`config.mk`:
```
export PLATFORM = sky130hd
export DESIGN_NAME = vga_sync_gen_flat
export DESIGN_NICKNAME = d
export VERILOG_FILES = /design/src/rtl/vga_sync_gen_if.sv /design/src/rtl/vga_sync_gen.sv /design/src/flat_wrapper.sv
export SDC_FILE = /design/constraint.sdc
export NUM_CORES = 1
export LEC_CHECK = 0
export ABC_AREA = 1
export ABC_CLOCK_PERIOD_IN_PS = 5200
export BUFFER_PORTS_ARGS = -buffer_cell sky130_fd_sc_hd__buf_2
export CAP_MARGIN = 0
export CORE_ASPECT_RATIO = 0.8
export CORE_MARGIN = 5
export CORE_UTILIZATION = 61
export CTS_CLUSTER_SIZE = 8
export DETAILED_ROUTE_END_ITERATION = 6
export PLACE_DENSITY = 0.82
export RECOVER_POWER = 25
export REMOVE_ABC_BUFFERS = 1
export SLEW_MARGIN = 30
export SYNTH_ARGS = -nofsm -noshare
export SYNTH_HDL_FRONTEND = slang
export SYNTH_SLANG_ARGS = --single-unit
```
`constraint.sdc`:
```
create_clock -name vga_clk -period 5.2 [get_ports vga_clk]
set_input_delay 0.26 -clock vga_clk [delete_from_list [all_inputs] [get_ports vga_clk]]
set_output_delay 0.26 -clock vga_clk [all_outputs]
set_load 0.005 [all_outputs]
```
`src/rtl/vga_sync_gen_if.sv`:
```
`default_nettype none
// ============================================================================
//  Module      : vga_sync_gen_if
//  Description : Bundle between the VGA timing generator and its consumer.
//                pix_en       - pixel-rate enable into the generator
//                HS, VS       - sync pulses (polarity set by the generator)
//                blank_n      - 1 inside the visible area
//                x, y         - current horizontal / vertical count
//                addr         - linear visible-pixel address
//                line_start   - one-enable pulse when x returns to 0
//                frame_start  - one-enable pulse when (x,y) returns to (0,0)
//                master : the timing generator
//                slave  : the consumer (VGA controller stage)
//  Revision    : 1.0 - initial release
// ============================================================================
interface vga_sync_gen_if;
    logic        pix_en;
    logic        HS;
    logic        VS;
    logic        blank_n;
    logic [9:0]  x;
    logic [9:0]  y;
    logic [18:0] addr;
    logic        line_start;
    logic        frame_start;

    modport master (
        input  pix_en,
        output HS,
        output VS,
        output blank_n,
        output x,
        output y,
        output addr,
        output line_start,
        output frame_start
    );

    modport slave (
        output pix_en,
        input  HS,
        input  VS,
        input  blank_n,
        input  x,
        input  y,
        input  addr,
        input  line_start,
        input  frame_start
    );
endinterface
`default_nettype wire

```
`src/rtl/vga_sync_gen.sv`:
```
`default_nettype none
// ============================================================================
//  Module      : vga_sync_gen
//  Description : VGA timing generator. Produces HS, VS, blank_n, pixel
//                coordinates and a linear visible-pixel address, advancing
//                once per vga_clk edge on which pix_en is high.
//                Default timing is 640x480@60.
//  Ports       : vga_clk - single clock for all logic
//                reset   - asynchronous, active-high reset
//                bus     - vga_sync_gen_if.master (pix_en in, timing out)
//  Revision    : 1.0 - initial release
// ============================================================================
module vga_sync_gen #(
    parameter int unsigned H_VISIBLE = 640,
    parameter int unsigned H_FRONT   = 16,
    parameter int unsigned H_SYNC    = 96,
    parameter int unsigned H_BACK    = 48,
    parameter int unsigned V_VISIBLE = 480,
    parameter int unsigned V_FRONT   = 10,
    parameter int unsigned V_SYNC    = 2,
    parameter int unsigned V_BACK    = 33,
    parameter int unsigned SYNC_POL  = 0
) (
    input  wire logic       vga_clk,
    input  wire logic       reset,
    vga_sync_gen_if.master  bus
);

    localparam int unsigned c_H_TOTAL = H_VISIBLE + H_FRONT + H_SYNC + H_BACK;
    localparam int unsigned c_V_TOTAL = V_VISIBLE + V_FRONT + V_SYNC + V_BACK;

    localparam logic [9:0] c_X_LAST     = 10'(c_H_TOTAL - 1);
    localparam logic [9:0] c_Y_LAST     = 10'(c_V_TOTAL - 1);
    localparam logic [9:0] c_H_VIS      = 10'(H_VISIBLE);
    localparam logic [9:0] c_V_VIS      = 10'(V_VISIBLE);
    localparam logic [9:0] c_HS_START   = 10'(H_VISIBLE + H_FRONT);
    localparam logic [9:0] c_HS_END     = 10'(H_VISIBLE + H_FRONT + H_SYNC);
    localparam logic [9:0] c_VS_START   = 10'(V_VISIBLE + V_FRONT);
    localparam logic [9:0] c_VS_END     = 10'(V_VISIBLE + V_FRONT + V_SYNC);
    localparam logic       c_SYNC_ACT   = (SYNC_POL != 0) ? 1'b1 : 1'b0;

    logic [9:0]  r_x;
    logic [9:0]  r_y;
    logic [18:0] r_addr;
    logic        r_hs;
    logic        r_vs;
    logic        r_blank_n;
    logic        r_line_start;
    logic        r_frame_start;

    logic        w_x_wrap;
    logic        w_y_wrap;
    logic [9:0]  w_x_next;
    logic [9:0]  w_y_next;
    logic        w_origin_next;
    logic        w_vis_next;
    logic [18:0] w_addr_next;
    logic        w_hs_next;
    logic        w_vs_next;

    // Every output register is loaded from this single next-position decode,
    // so all outputs always describe the same (x,y).
    always_comb begin
        w_x_wrap      = (r_x == c_X_LAST);
        w_y_wrap      = (r_y == c_Y_LAST);
        w_x_next      = w_x_wrap ? 10'd0 : r_x + 10'd1;
        w_y_next      = r_y;
        if (w_x_wrap) begin
            w_y_next = w_y_wrap ? 10'd0 : r_y + 10'd1;
        end
        w_origin_next = (w_x_next == 10'd0) && (w_y_next == 10'd0);
        w_vis_next    = (w_x_next < c_H_VIS) && (w_y_next < c_V_VIS);

        // Visible pixels are visited in raster order, so the address is a
        // plain counter that freezes across blanking and restarts at (0,0).
        w_addr_next = r_addr;
        if (w_origin_next) begin
            w_addr_next = 19'd0;
        end else if (w_vis_next) begin
            w_addr_next = r_addr + 19'd1;
        end

        w_hs_next = ((w_x_next >= c_HS_START) && (w_x_next < c_HS_END)) ? c_SYNC_ACT : ~c_SYNC_ACT;
        // y only moves on the line wrap, so VS naturally switches with x->0.
        w_vs_next = ((w_y_next >= c_VS_START) && (w_y_next < c_VS_END)) ? c_SYNC_ACT : ~c_SYNC_ACT;
    end

    always_ff @(posedge vga_clk or posedge reset) begin
        if (reset) begin
            r_x           <= 10'd0;
            r_y           <= 10'd0;
            r_addr        <= 19'd0;
            r_hs          <= ~c_SYNC_ACT;
            r_vs          <= ~c_SYNC_ACT;
            r_blank_n     <= 1'b1;
            r_line_start  <= 1'b0;
            r_frame_start <= 1'b0;
        end else if (bus.pix_en) begin
            r_x           <= w_x_next;
            r_y           <= w_y_next;
            r_addr        <= w_addr_next;
            r_hs          <= w_hs_next;
            r_vs          <= w_vs_next;
            r_blank_n     <= w_vis_next;
            r_line_start  <= w_x_wrap;
            r_frame_start <= w_x_wrap && w_y_wrap;
        end else begin
            // Positions hold; the start pulses last a single cycle only.
            r_line_start  <= 1'b0;
            r_frame_start <= 1'b0;
        end
    end

    assign bus.x           = r_x;
    assign bus.y           = r_y;
    assign bus.addr        = r_addr;
    assign bus.HS          = r_hs;
    assign bus.VS          = r_vs;
    assign bus.blank_n     = r_blank_n;
    assign bus.line_start  = r_line_start;
    assign bus.frame_start = r_frame_start;

endmodule
`default_nettype wire

```
`src/flat_wrapper.sv`:
```
// flat-port wrapper written by rule: the top's interface ports become plain ports
module vga_sync_gen_flat 
#(
    parameter int unsigned H_VISIBLE = 640,
    parameter int unsigned H_FRONT   = 16,
    parameter int unsigned H_SYNC    = 96,
    parameter int unsigned H_BACK    = 48,
    parameter int unsigned V_VISIBLE = 480,
    parameter int unsigned V_FRONT   = 10,
    parameter int unsigned V_SYNC    = 2,
    parameter int unsigned V_BACK    = 33,
    parameter int unsigned SYNC_POL  = 0
)
  (vga_clk, reset, bus_pix_en, bus_HS, bus_VS, bus_blank_n, bus_x, bus_y, bus_addr, bus_line_start, bus_frame_start);
  vga_sync_gen_if bus_i ();
  input  wire logic vga_clk;
  input  wire logic reset;
  input wire logic [$bits(bus_i.pix_en)-1:0] bus_pix_en;
  output wire logic [$bits(bus_i.HS)-1:0] bus_HS;
  output wire logic [$bits(bus_i.VS)-1:0] bus_VS;
  output wire logic [$bits(bus_i.blank_n)-1:0] bus_blank_n;
  output wire logic [$bits(bus_i.x)-1:0] bus_x;
  output wire logic [$bits(bus_i.y)-1:0] bus_y;
  output wire logic [$bits(bus_i.addr)-1:0] bus_addr;
  output wire logic [$bits(bus_i.line_start)-1:0] bus_line_start;
  output wire logic [$bits(bus_i.frame_start)-1:0] bus_frame_start;
  assign bus_i.pix_en = bus_pix_en;
  assign bus_HS = bus_i.HS;
  assign bus_VS = bus_i.VS;
  assign bus_blank_n = bus_i.blank_n;
  assign bus_x = bus_i.x;
  assign bus_y = bus_i.y;
  assign bus_addr = bus_i.addr;
  assign bus_line_start = bus_i.line_start;
  assign bus_frame_start = bus_i.frame_start;
  vga_sync_gen #(.H_VISIBLE(H_VISIBLE), .H_FRONT(H_FRONT), .H_SYNC(H_SYNC), .H_BACK(H_BACK), .V_VISIBLE(V_VISIBLE), .V_FRONT(V_FRONT), .V_SYNC(V_SYNC), .V_BACK(V_BACK), .SYNC_POL(SYNC_POL)) u_core (.vga_clk(vga_clk), .reset(reset), .bus(bus_i));
endmodule
```
==> results.tsv, run 1 <==
metric	value	unit
Worst path slowest cell	nor2_2	
via total after detailed routing	2832	
hold path endpoint	u_core.bus.x[1]	
CTS sink cnt	44	
r2r endpoint	u_core.bus.addr[6]	
Switch Pwr	0.000447	W
P_leak	1.80	nW
final setup vio count	0	
Net Sw Frac	39.1	%
WS Path Type	flop to flop	
min Tclk post-route	3.34	ns
DRT Pass-1 Iters	5	
CTS Buffer Depth	2	
Root Driver	clkbuf_8	
Logic pwr share	32.2	%
register bit total from synthesis	44	
critical path's most frequent cell	nand2_1	
Hold/Removal Path Class	input port to flop	
Seq pwr share	44.8	%
DRC viols	0	
max incr delay on CP	0.60	ns
Skew-Pair Late Insertion Delay	0.30	ns
IO Pins	47	
drt wl/cell	13.0	um
Hold Path Depth	3	
Core Footprint	4620	um^2
clock network fraction of total power	23.0	%
RSZ-0062 raised after global routing	no	
largest net degree at the start of global routing	45	
reg2reg path depth	14	
Layout area overhead	11.3	%
crit path cell chain	ha_1 > nand2_1 > nor2_2 > nand4_2 > inv_1 > nand2_1 > nand2_1 > nor2_1 > nand2_1 > nand2_1 > nor2_2 > inv_1 > nand2_1 > nand2_1	
initial antenna violation count	0	
chip width	87.7	um
commonest non-fill, non-tap cell in the layout	nand2_1	
r2r startpoint	u_core.bus.x[0]	
Post-CTS Resized	0	
Max Cap Viol	1	
R2R Setup Slk	1.86	ns
total power	0.00114	W
DP HPWL	4.92	mm
total negative slack	0	ns
syn avg cell area	6.94	um^2
Max Slew Vio Count	45	
critical path arrival	3.54	ns
Final Cycle Share	64.3	%
vias per std cell	5.37	
setup bufs post-CTS	0	
element type at the critical path start	flop	
number of global-route vias before repair	2553	
Nets	474	
PD cells	349	nW/um^2
H-Tree Depth	2	
Cell Int Power	0.000696	W
VDD IR max	0.348	mV
Final ANT Viol Nets	0	
die footprint	6320	um^2
GP Congestion	0.962	
register area share after synthesis	37.5	%
Worst Skew	0.00303	ns
hold wc startpoint	bus_pix_en	
final wirelength	6.87	mm
count of cell types in the netlist	33	
IO buf count	46	
Least-Margin Pin Slew	2.34	ns
all-layer global routing usage	22.9	%
Antenna diodes	0	
Fin. Hold Viols	0	
Fmax achieved	299	MHz
die height	72.1	um
Synth Warn #	0	
commonest cells after routing, fill and taps aside	152 x nand2_1, 47 x inv_1, 46 x buf_2	
area of the mapped netlist	2940	um^2
Rel. slew slack	-56.1	%
Starting Density	63.6	%
detailed router's first-iteration violation count	199	
status	finished, violations left	
cell count after synthesis	424	
failing checks	capacitance limit, slew limit	
FP Rows	22	
first-pass GRT wire length	11.6	mm
hold buffer count at CTS	0	
Worst Path Required	5.40	ns
TritonCTS clock tree	done	
CTS Buf Count	5	
layout cells sized above 1	16.9	%
Clock Pin Slew Worst Setup and Hold Paths	0.08	ns
CP Max Fanout	20	
remaining global-route overflow	0	
CP endpoint kind	flop	
-- logic make-up after synthesis --
family	Yosys count	synth area share, %
and+or+nand+nor	262	39.4
buffers and inverters	64	9.52
DFF	44	37.5
AOI/OAI and AO/OA	29	5.48
xor gates and xnor gates	20	5.95
adders and majority gates	5	2.13
-- per-layer routing --
layer,up-vias,track usage [%],wire (um)
met5,-,0,0
met4,0,6.13,102
met3,12,5.33,442
met2,84,34.9,3080
met1,1325,32.8,3250
li1,1411,-,-
-- critical path: cells and delay by family, from the launching register on --
family,cells,cell delay [ns]
fa+ha+maj,1,0.24
flops,1,0.46
buf+inv,2,0.79
simple gates,11,1.73
-- cell type report --
type                            instances  area [um^2]
Clock buffer                            6         72.6
Timing Repair Buffer                   47          234
Clock inverter                          2         35.0
Inverter                               52          196
Sequential cell                        44         1100
Fill cell                             408         1350
Tap cell                               60         75.1
Multi-Input combinational cell        316         1560
-- metrics by stage --
step | cell area [um^2] | hold WS [ns] | util, % | worst slack [ns] | instances
3_5_place_dp | 3170 | 0.436 | 68.6 | 1.90 | 519
4_1_cts | 3280 | 0.109 | 70.9 | 1.86 | 527
3_3_place_gp | 3170 | 0.416 | 68.6 | 2.09 | 519
2_1_floorplan | 2860 | 0.367 | - | 2.55 | 412
5_1_grt | 3280 | 0.399 | 70.8 | 1.57 | 527
6_report | 3280 | 0.366 | 70.8 | 1.86 | 527
-- sequential cells by signal, indices dropped and copies added (netlist names) --
name,cells
u_core.bus.x,10
u_core.bus.line_start,1
u_core.bus.VS,1
u_core.bus.addr,19
u_core.bus.blank_n,1
u_core.bus.y,10
u_core.bus.HS,1
u_core.bus.frame_start,1
-- worst max path at each step --
stage	start	endpoint	slack [ns]	cells after the start
global placement	u_core.bus.x[0]	u_core.bus.addr[1]	2.09	14
floorplan	u_core.bus.x[0]	u_core.bus.addr[0]	2.55	14
CTS	u_core.bus.x[0]	u_core.bus.addr[14]	1.86	14
global route	u_core.bus.x[0]	u_core.bus.addr[7]	1.57	14
detailed placement	u_core.bus.x[0]	u_core.bus.addr[13]	1.90	14
finish	u_core.bus.x[0]	u_core.bus.addr[6]	1.86	14
-- cells in the mapped netlist (all sizes together) --
cell	number	share of area (%)
nand4	12	3.0
xnor2	8	2.4
o21a	2	0.51
dfstp	3	2.7
nor3b	1	0.26
dfrtp	41	35
nor3	3	0.51
clkbuf	3	0.38
nor2	43	6.3
a21oi	5	0.85
ha	5	2.1
nand3b	1	0.26
nand2	157	20
o21ai	22	4.1
clkinv	2	0.30
inv	50	6.4
xor2	12	3.6
nand3	41	7.7
nor4	3	0.64
buf	9	2.5
or2	1	0.21
-- power groups by stage --
stage | registers, W | clock network (W) | logic [W]
floorplan | 0.000504 | 0 | 0.000243
CTS | 0.000510 | 0.000265 | 0.000371
detailed placement | 0.000516 | 0 | 0.000367
global placement | 0.000513 | 0 | 0.000359
finish | 0.000513 | 0.000263 | 0.000368
global route | 0.000529 | 0.000279 | 0.000423
Note: power is estimated with default switching activity, not from simulation.
==> run 2, diff against run 1 <==
--- a/config.mk
+++ b/config.mk
@@ -6,15 +6,15 @@
 export NUM_CORES = 1
 export LEC_CHECK = 0
 export ABC_AREA = 1
-export ABC_CLOCK_PERIOD_IN_PS = 5200
+export ABC_CLOCK_PERIOD_IN_PS = 3150
 export BUFFER_PORTS_ARGS = -buffer_cell sky130_fd_sc_hd__buf_2
 export CAP_MARGIN = 0
 export CORE_ASPECT_RATIO = 0.8
 export CORE_MARGIN = 5
-export CORE_UTILIZATION = 61
+export CORE_UTILIZATION = 57
 export CTS_CLUSTER_SIZE = 8
 export DETAILED_ROUTE_END_ITERATION = 6
-export PLACE_DENSITY = 0.82
+export PLACE_DENSITY = 0.77
 export RECOVER_POWER = 25
 export REMOVE_ABC_BUFFERS = 1
 export SLEW_MARGIN = 30
==> constraint.sdc (replaced) <==
create_clock -name vga_clk -period 3.15 [get_ports vga_clk]
set_input_delay 0.1575 -clock vga_clk [delete_from_list [all_inputs] [get_ports vga_clk]]
set_output_delay 0.1575 -clock vga_clk [all_outputs]
set_load 0.005 [all_outputs]
==> results.tsv, run 2 (same netlist as run 1, synthesis figures left out) <==
metric	value	unit	change
status	finished, violations left		
failing checks	capacitance limit, slew limit		
routed wl met2	3.15	mm	+2.4%
commonest non-fill, non-tap cell in the layout	nand2_1		
Worst Path Required	3.34	ns	-2.06 ns
drt wl/cell	13.4	um	+2.8%
top sig layer	met4		
CP Max Fanout	11		-45%
min Tclk post-route	2.88	ns	-0.460 ns
initial antenna violation count	0		unchanged
Least-Margin Pin Slew	2.44	ns	+0.101 ns
met3 WL	547	um	+24%
Fin. Hold Viols	0		unchanged
Max Slew Vio Count	45		unchanged
Antenna diodes	0		unchanged
CTS Buf Count	5		unchanged
DRT Pass-1 Iters	5		unchanged
chip width	90.3	um	+3.1%
first-pass GRT wire length	12.0	mm	+4.1%
crit path from	u_core.bus.x[0]		
Rel. slew slack	-62.8	%	-6.7 points
final setup vio count	0		unchanged
vias per std cell	5.34		-0.59%
Clock Pin Slew Worst Setup and Hold Paths	0.08	ns	about the same
Starting Density	58.8	%	-4.9 points
largest net degree at the start of global routing	45		unchanged
die footprint	6710	um^2	+6.1%
via total after detailed routing	2842		+0.35%
Finished Cell Area	3320	um^2	+1.4%
DP HPWL	4.96	mm	+0.88%
P_leak	1.82	nW	+0.68%
critical path arrival	3.08	ns	-0.46 ns
TritonCTS clock tree	done		
Nets	477		+0.63%
DRC viols	0		unchanged
WHS	0.272	ns	-0.0933 ns
commonest cells after routing, fill and taps aside	152 x nand2_1, 46 x inv_1, 46 x buf_2		
critical path's most frequent cell	nand2_1		
IO buf count	46		unchanged
GP Congestion	0.927		-3.7%
Core Footprint	5010	um^2	+8.3%
Skew-Pair Late Insertion Delay	0.30	ns	about the same
RSZ-0062 raised after global routing	no		
Final ANT Viol Nets	0		unchanged
all-layer global routing usage	21.7	%	-1.2 points
Worst Skew	0.00531	ns	+0.00229 ns
Worst path slowest cell	dfrtp_1		
detailed router's first-iteration violation count	226		+14%
layout cells sized above 1	17.9	%	+0.96 points
final wirelength	7.13	mm	+3.8%
hold wc startpoint	bus_pix_en		
H-Tree Depth	2		unchanged
CTS sink cnt	44		unchanged
CTS Buffer Depth	2		unchanged
r2r startpoint	u_core.bus.x[0]		
Max Cap Viol	1		unchanged
Final Cycle Share	91.5	%	+27 points
Hold/Removal Path Class	input port to flop		
VDD IR max	0.500	mV	+44%
hold buffer count at CTS	0		unchanged
Root Driver	clkbuf_8		
max reg flops	19		unchanged
FP Rows	23		+4.5%
CP endpoint kind	flop		
WS Path Type	flop to flop		
crit path cell chain	ha_1 > nand2_1 > nor2_2 > nand4_2 > inv_1 > nand2_1 > nand2_1 > nor2_1 > nand2_1 > nand2_1 > nor2_4 > clkinvlp_4 > nand2_1 > nand2_1		
IO Pins	47		unchanged
max incr delay on CP	0.46	ns	-0.14 ns
remaining global-route overflow	0		unchanged
M1 WL	3.37	mm	+3.6%
number of global-route vias before repair	2547		-0.24%
die height	74.3	um	+3.0%
placed inst area	3180	um^2	+0.32%
Layout area overhead	12.9	%	
Fmax achieved	347	MHz	+16%
element type at the critical path start	flop		
PD cells	585	nW/um^2	+68%
run 2: cell types whose count changed in the layout (fill, tap and decap cells not counted):
cell | previous run | this run
clkbuf_8 | 5 | 6
clkbuf_1 | 2 | 1
inv_1 | 47 | 46
clkinvlp_4 | 0 | 2
clkinv_4 | 0 | 1
nor2_4 | 1 | 2
clkinv_2 | 2 | 1
buf_4 | 0 | 1
run 2: timing repair:
item,CTS,global route
pin swaps,0,1
resized for setup,1,2
setup endpoints to repair,19,20
setup buffers,0,0
cloned,0,2
run 2: final cells by class:
cell class | instances | area [um^2]
fill | 451 | 1690
multi-input combinational | 317 | 1570
sequential | 44 | 1100
timing repair buffer | 48 | 241
inverter | 52 | 200
clock buffer | 6 | 82.6
tap | 62 | 77.6
clock inverter | 2 | 38.8
timing repair inverter | 1 | 7.51
run 2: critical path: cells and delay by family (launching register included):
kind / cells / cell delay (ns)
buffers and inverters: 2 / 0.60
adder cells (fa/ha/maj): 1 / 0.24
flip-flops: 1 / 0.46
AND/OR/NAND/NOR: 11 / 1.47
run 2: where the power goes:
part	internal, W	switching, W	total (W)
registers	0.000674	0.000174	0.000848
logic	0.000244	0.000389	0.000633
clock network	0.000260	0.000204	0.000464
total	0.00118	0.000767	0.00194
run 2: final timing paths:
check                      cells past startpoint            endpoint  slack (ns)
max                                           14  u_core.bus.addr[6]        0.27
min                                            3     u_core.bus.x[1]        0.27
max reg2reg                                   14  u_core.bus.addr[6]        0.27
min reg2reg                                    2  u_core.bus.blank_n        0.47
max in group asynchronous                      3     u_core.bus.x[5]        1.03
min in group asynchronous                      3     u_core.bus.x[7]        0.75
run 2: metal layers:
layer  GRT usage, %  vias up
li1               -     1423
met1           31.9     1300
met2           32.5      108
met3           4.85       11
met4           6.12        0
met5              0        -
run 2: per-stage QoR:
stage                     TNS [ns]  cells  total power (W)  setup slack (ns)  utilization [%]
after global placement           0    522          0.00144            0.0367             63.5
after floorplan                  0    412          0.00123             0.503                -
final                            0    532          0.00194             0.269             66.3
after global routing             0    532          0.00210            0.0149             66.3
after CTS                        0    530          0.00194             0.215             66.1
after detailed placement     -1.68    522          0.00146           -0.0993             63.5
==> run 3, diff against run 2 <==
--- a/config.mk
+++ b/config.mk
@@ -6,15 +6,15 @@
 export NUM_CORES = 1
 export LEC_CHECK = 0
 export ABC_AREA = 1
-export ABC_CLOCK_PERIOD_IN_PS = 3150
+export ABC_CLOCK_PERIOD_IN_PS = 2330
 export BUFFER_PORTS_ARGS = -buffer_cell sky130_fd_sc_hd__buf_2
 export CAP_MARGIN = 0
 export CORE_ASPECT_RATIO = 0.8
 export CORE_MARGIN = 5
-export CORE_UTILIZATION = 57
+export CORE_UTILIZATION = 51
 export CTS_CLUSTER_SIZE = 8
 export DETAILED_ROUTE_END_ITERATION = 6
-export PLACE_DENSITY = 0.77
+export PLACE_DENSITY = 0.73
 export RECOVER_POWER = 25
 export REMOVE_ABC_BUFFERS = 1
 export SLEW_MARGIN = 30
==> constraint.sdc (replaced) <==
create_clock -name vga_clk -period 2.33 [get_ports vga_clk]
set_input_delay 0.1165 -clock vga_clk [delete_from_list [all_inputs] [get_ports vga_clk]]
set_output_delay 0.1165 -clock vga_clk [all_outputs]
set_load 0.005 [all_outputs]
==> results.tsv, run 3 (same netlist as run 1, synthesis figures left out) <==
metric	value	unit	change
all-layer global routing usage	20.9	%	-0.84 points
fin cells	568		+6.8%
P_leak	1.91	nW	+5.1%
first-pass GRT wire length	12.5	mm	+4.0%
Max Slew Vio Count	0		-100%
clock network fraction of total power	21.6	%	-2.2 points
Core Footprint	5530	um^2	+10%
GP Congestion	0.863		-6.9%
CTS Buffer Depth	2		unchanged
detailed router's first-iteration violation count	150		-34%
Starting Density	53.3	%	-5.5 points
CP Max Fanout	20		+9
vias per std cell	5.23		-2.2%
Max Cap Viol	0		-1
via total after detailed routing	2968		+4.4%
VDD IR max	0.596	mV	+19%
Hold/Removal Path Class	input port to flop		
Nets	497		+4.2%
Placed Instances	552		+5.7%
PD cells	778	nW/um^2	+33%
Clock Pin Slew Worst Setup and Hold Paths	0.09	ns	about the same
die footprint	7400	um^2	+10%
chip width	94.9	um	+5.1%
Fmax achieved	462	MHz	+33%
DRT Pass-1 Iters	5		unchanged
Layout area overhead	21.2	%	
Rel. slew slack	16.1	%	+79 points
max incr delay on CP	0.37	ns	-0.09 ns
WHS	0.263	ns	-0.00939 ns
remaining global-route overflow	0		unchanged
Worst path top cell family by delay	simple AND/OR/NAND/NOR gates		
element type at the critical path start	flop		
Final ANT Viol Nets	0		unchanged
IO Pins	47		unchanged
Logic pwr share	40.1	%	+7.6 points
Worst path slowest cell	dfrtp_1		
status	finished, final reports clean		
Least-Margin Pin Slew	1.25	ns	-1.19 ns
slack of the critical path	0.163	ns	-0.106 ns
initial antenna violation count	0		unchanged
Seq pwr share	38.2	%	-5.4 points
FP Rows	24		+4.3%
Skew-Pair Late Insertion Delay	0.30	ns	about the same
final wirelength	7.61	mm	+6.7%
layout cells sized above 1	21.4	%	+3.6 points
IO buf count	46		unchanged
Root Driver	clkbuf_8		
die height	77.9	um	+4.9%
CTS Buf Count	5		unchanged
RSZ-0062 raised after global routing	no		
H-Tree Depth	2		unchanged
commonest non-fill, non-tap cell in the layout	nand2_1		
WS Path Type	flop to flop		
DP HPWL	5.28	mm	+6.4%
Worst Skew	0.00803	ns	+0.00272 ns
Switch Pwr	0.00109	W	+42%
Antenna diodes	0		unchanged
DRC viols	0		unchanged
Worst Path Required	2.53	ns	-0.81 ns
min Tclk post-route	2.17	ns	-0.714 ns
crit path cell chain	ha_2 > nand2_1 > nor2_4 > nand4_4 > buf_4 > nand2_2 > inv_1 > nor2_2 > nor2_1 > nand2_1 > nand2_1 > nor2_2 > inv_1 > buf_12 > nand2_1 > nand2_1		
Fin. Hold Viols	0		unchanged
# fillers	514		+14%
CTS sink cnt	44		unchanged
CP endpoint kind	flop		
CP bufs+invs	4		+2
commonest cells after routing, fill and taps aside	152 x nand2_1, 47 x inv_1, 43 x buf_2		
Cell Int Power	0.00168	W	+43%
pre-CTS setup slack	0.0738	ns	+0.173 ns
largest net degree at the start of global routing	30		-33%
Net Sw Frac	39.3	%	-0.11 points
TritonCTS clock tree	done		
Final Cycle Share	93.0	%	+1.5 points
final setup vio count	0		unchanged
number of global-route vias before repair	2684		+5.4%
critical path arrival	2.36	ns	-0.72 ns
drt wl/cell	13.4	um	-0.10%
critical path's most frequent cell	nand2_1		
max reg flops	19		unchanged
run 3: cell types whose count changed in the layout (fill, tap and decap cells not counted), moves of 2 or more:
cell        previous run  this run
buf_12                 0         2
buf_2                 46        43
buf_4                  1        17
clkbuf_1               1         3
clkinvlp_4             2         0
ha_1                   5         3
ha_2                   0         2
nand3_4                1         4
nor2_2                 7         5
nor2_4                 2         4
run 3: final timing paths:
path                               startpoint  cells after the start  slack [ns]                 end
setup / recovery              u_core.bus.x[0]                     16        0.16  u_core.bus.addr[2]
hold / removal                     bus_pix_en                      4        0.26     u_core.bus.x[1]
setup reg to reg              u_core.bus.x[0]                     16        0.16  u_core.bus.addr[2]
hold reg to reg            u_core.bus.blank_n                      2        0.47  u_core.bus.blank_n
max in group asynchronous               reset                      4        0.92     u_core.bus.y[1]
min in group asynchronous               reset                      3        0.60     u_core.bus.x[8]
run 3: final cells by class:
| cell class | count | area (um^2) | area share, % |
|---|---|---|---|
| multi-input combinational | 319 | 1640 | 46.0 |
| sequential | 44 | 1110 | 31.0 |
| timing repair buffer | 67 | 417 | 11.7 |
| inverter | 52 | 198 | 5.54 |
| tap | 78 | 97.6 | 2.74 |
| clock buffer | 6 | 72.6 | 2.03 |
| clock inverter | 2 | 35.0 | 0.982 |
run 3: power by group through the flow:
stage	clock network [W]	registers, W	logic, W
6_report	0.000600	0.00106	0.00111
5_1_grt	0.000652	0.00109	0.00125
4_1_cts	0.000613	0.00105	0.00106
3_5_place_dp	0	0.00107	0.00105
3_3_place_gp	0	0.00106	0.00103
2_1_floorplan	0	0.00113	0.000541
run 3: routing by layer:
| layer | global-route usage [%] | wire length (um) | part of all wire (%) |
|---|---|---|---|
| met5 | 0 | 0 | 0 |
| met4 | 5.76 | 106 | 1.4 |
| met3 | 3.38 | 404 | 5.3 |
| met2 | 32.9 | 3540 | 46 |
| met1 | 29.7 | 3560 | 47 |
run 3: timing repair:
item / 4_1_cts / 5_1_grt
endpoints found under the hold margin: 25 / 0
hold buffers: 1 / 0
gates resized for setup: 0 / 12
buffers inserted: 0 / 4
endpoints found under the setup margin: 0 / 19
run 3: per-stage QoR:
step	area [um^2]	TNS, ns	utilization, %	total power [W]
global placement	3320	0	60.1	0.00209
finish	3570	0	64.6	0.00277
CTS	3440	0	62.2	0.00273
global route	3570	0	64.6	0.00299
floorplan	2860	-6.24	-	0.00167
detailed placement	3320	0	60.1	0.00212
run 3: worst min-delay path: cells and delay by family:
| family | cells | cell delay (ns) |
|---|---|---|
| and+or+nand+nor | 2 | 0.11 |
| buffers and inverters | 2 | 0.30 |
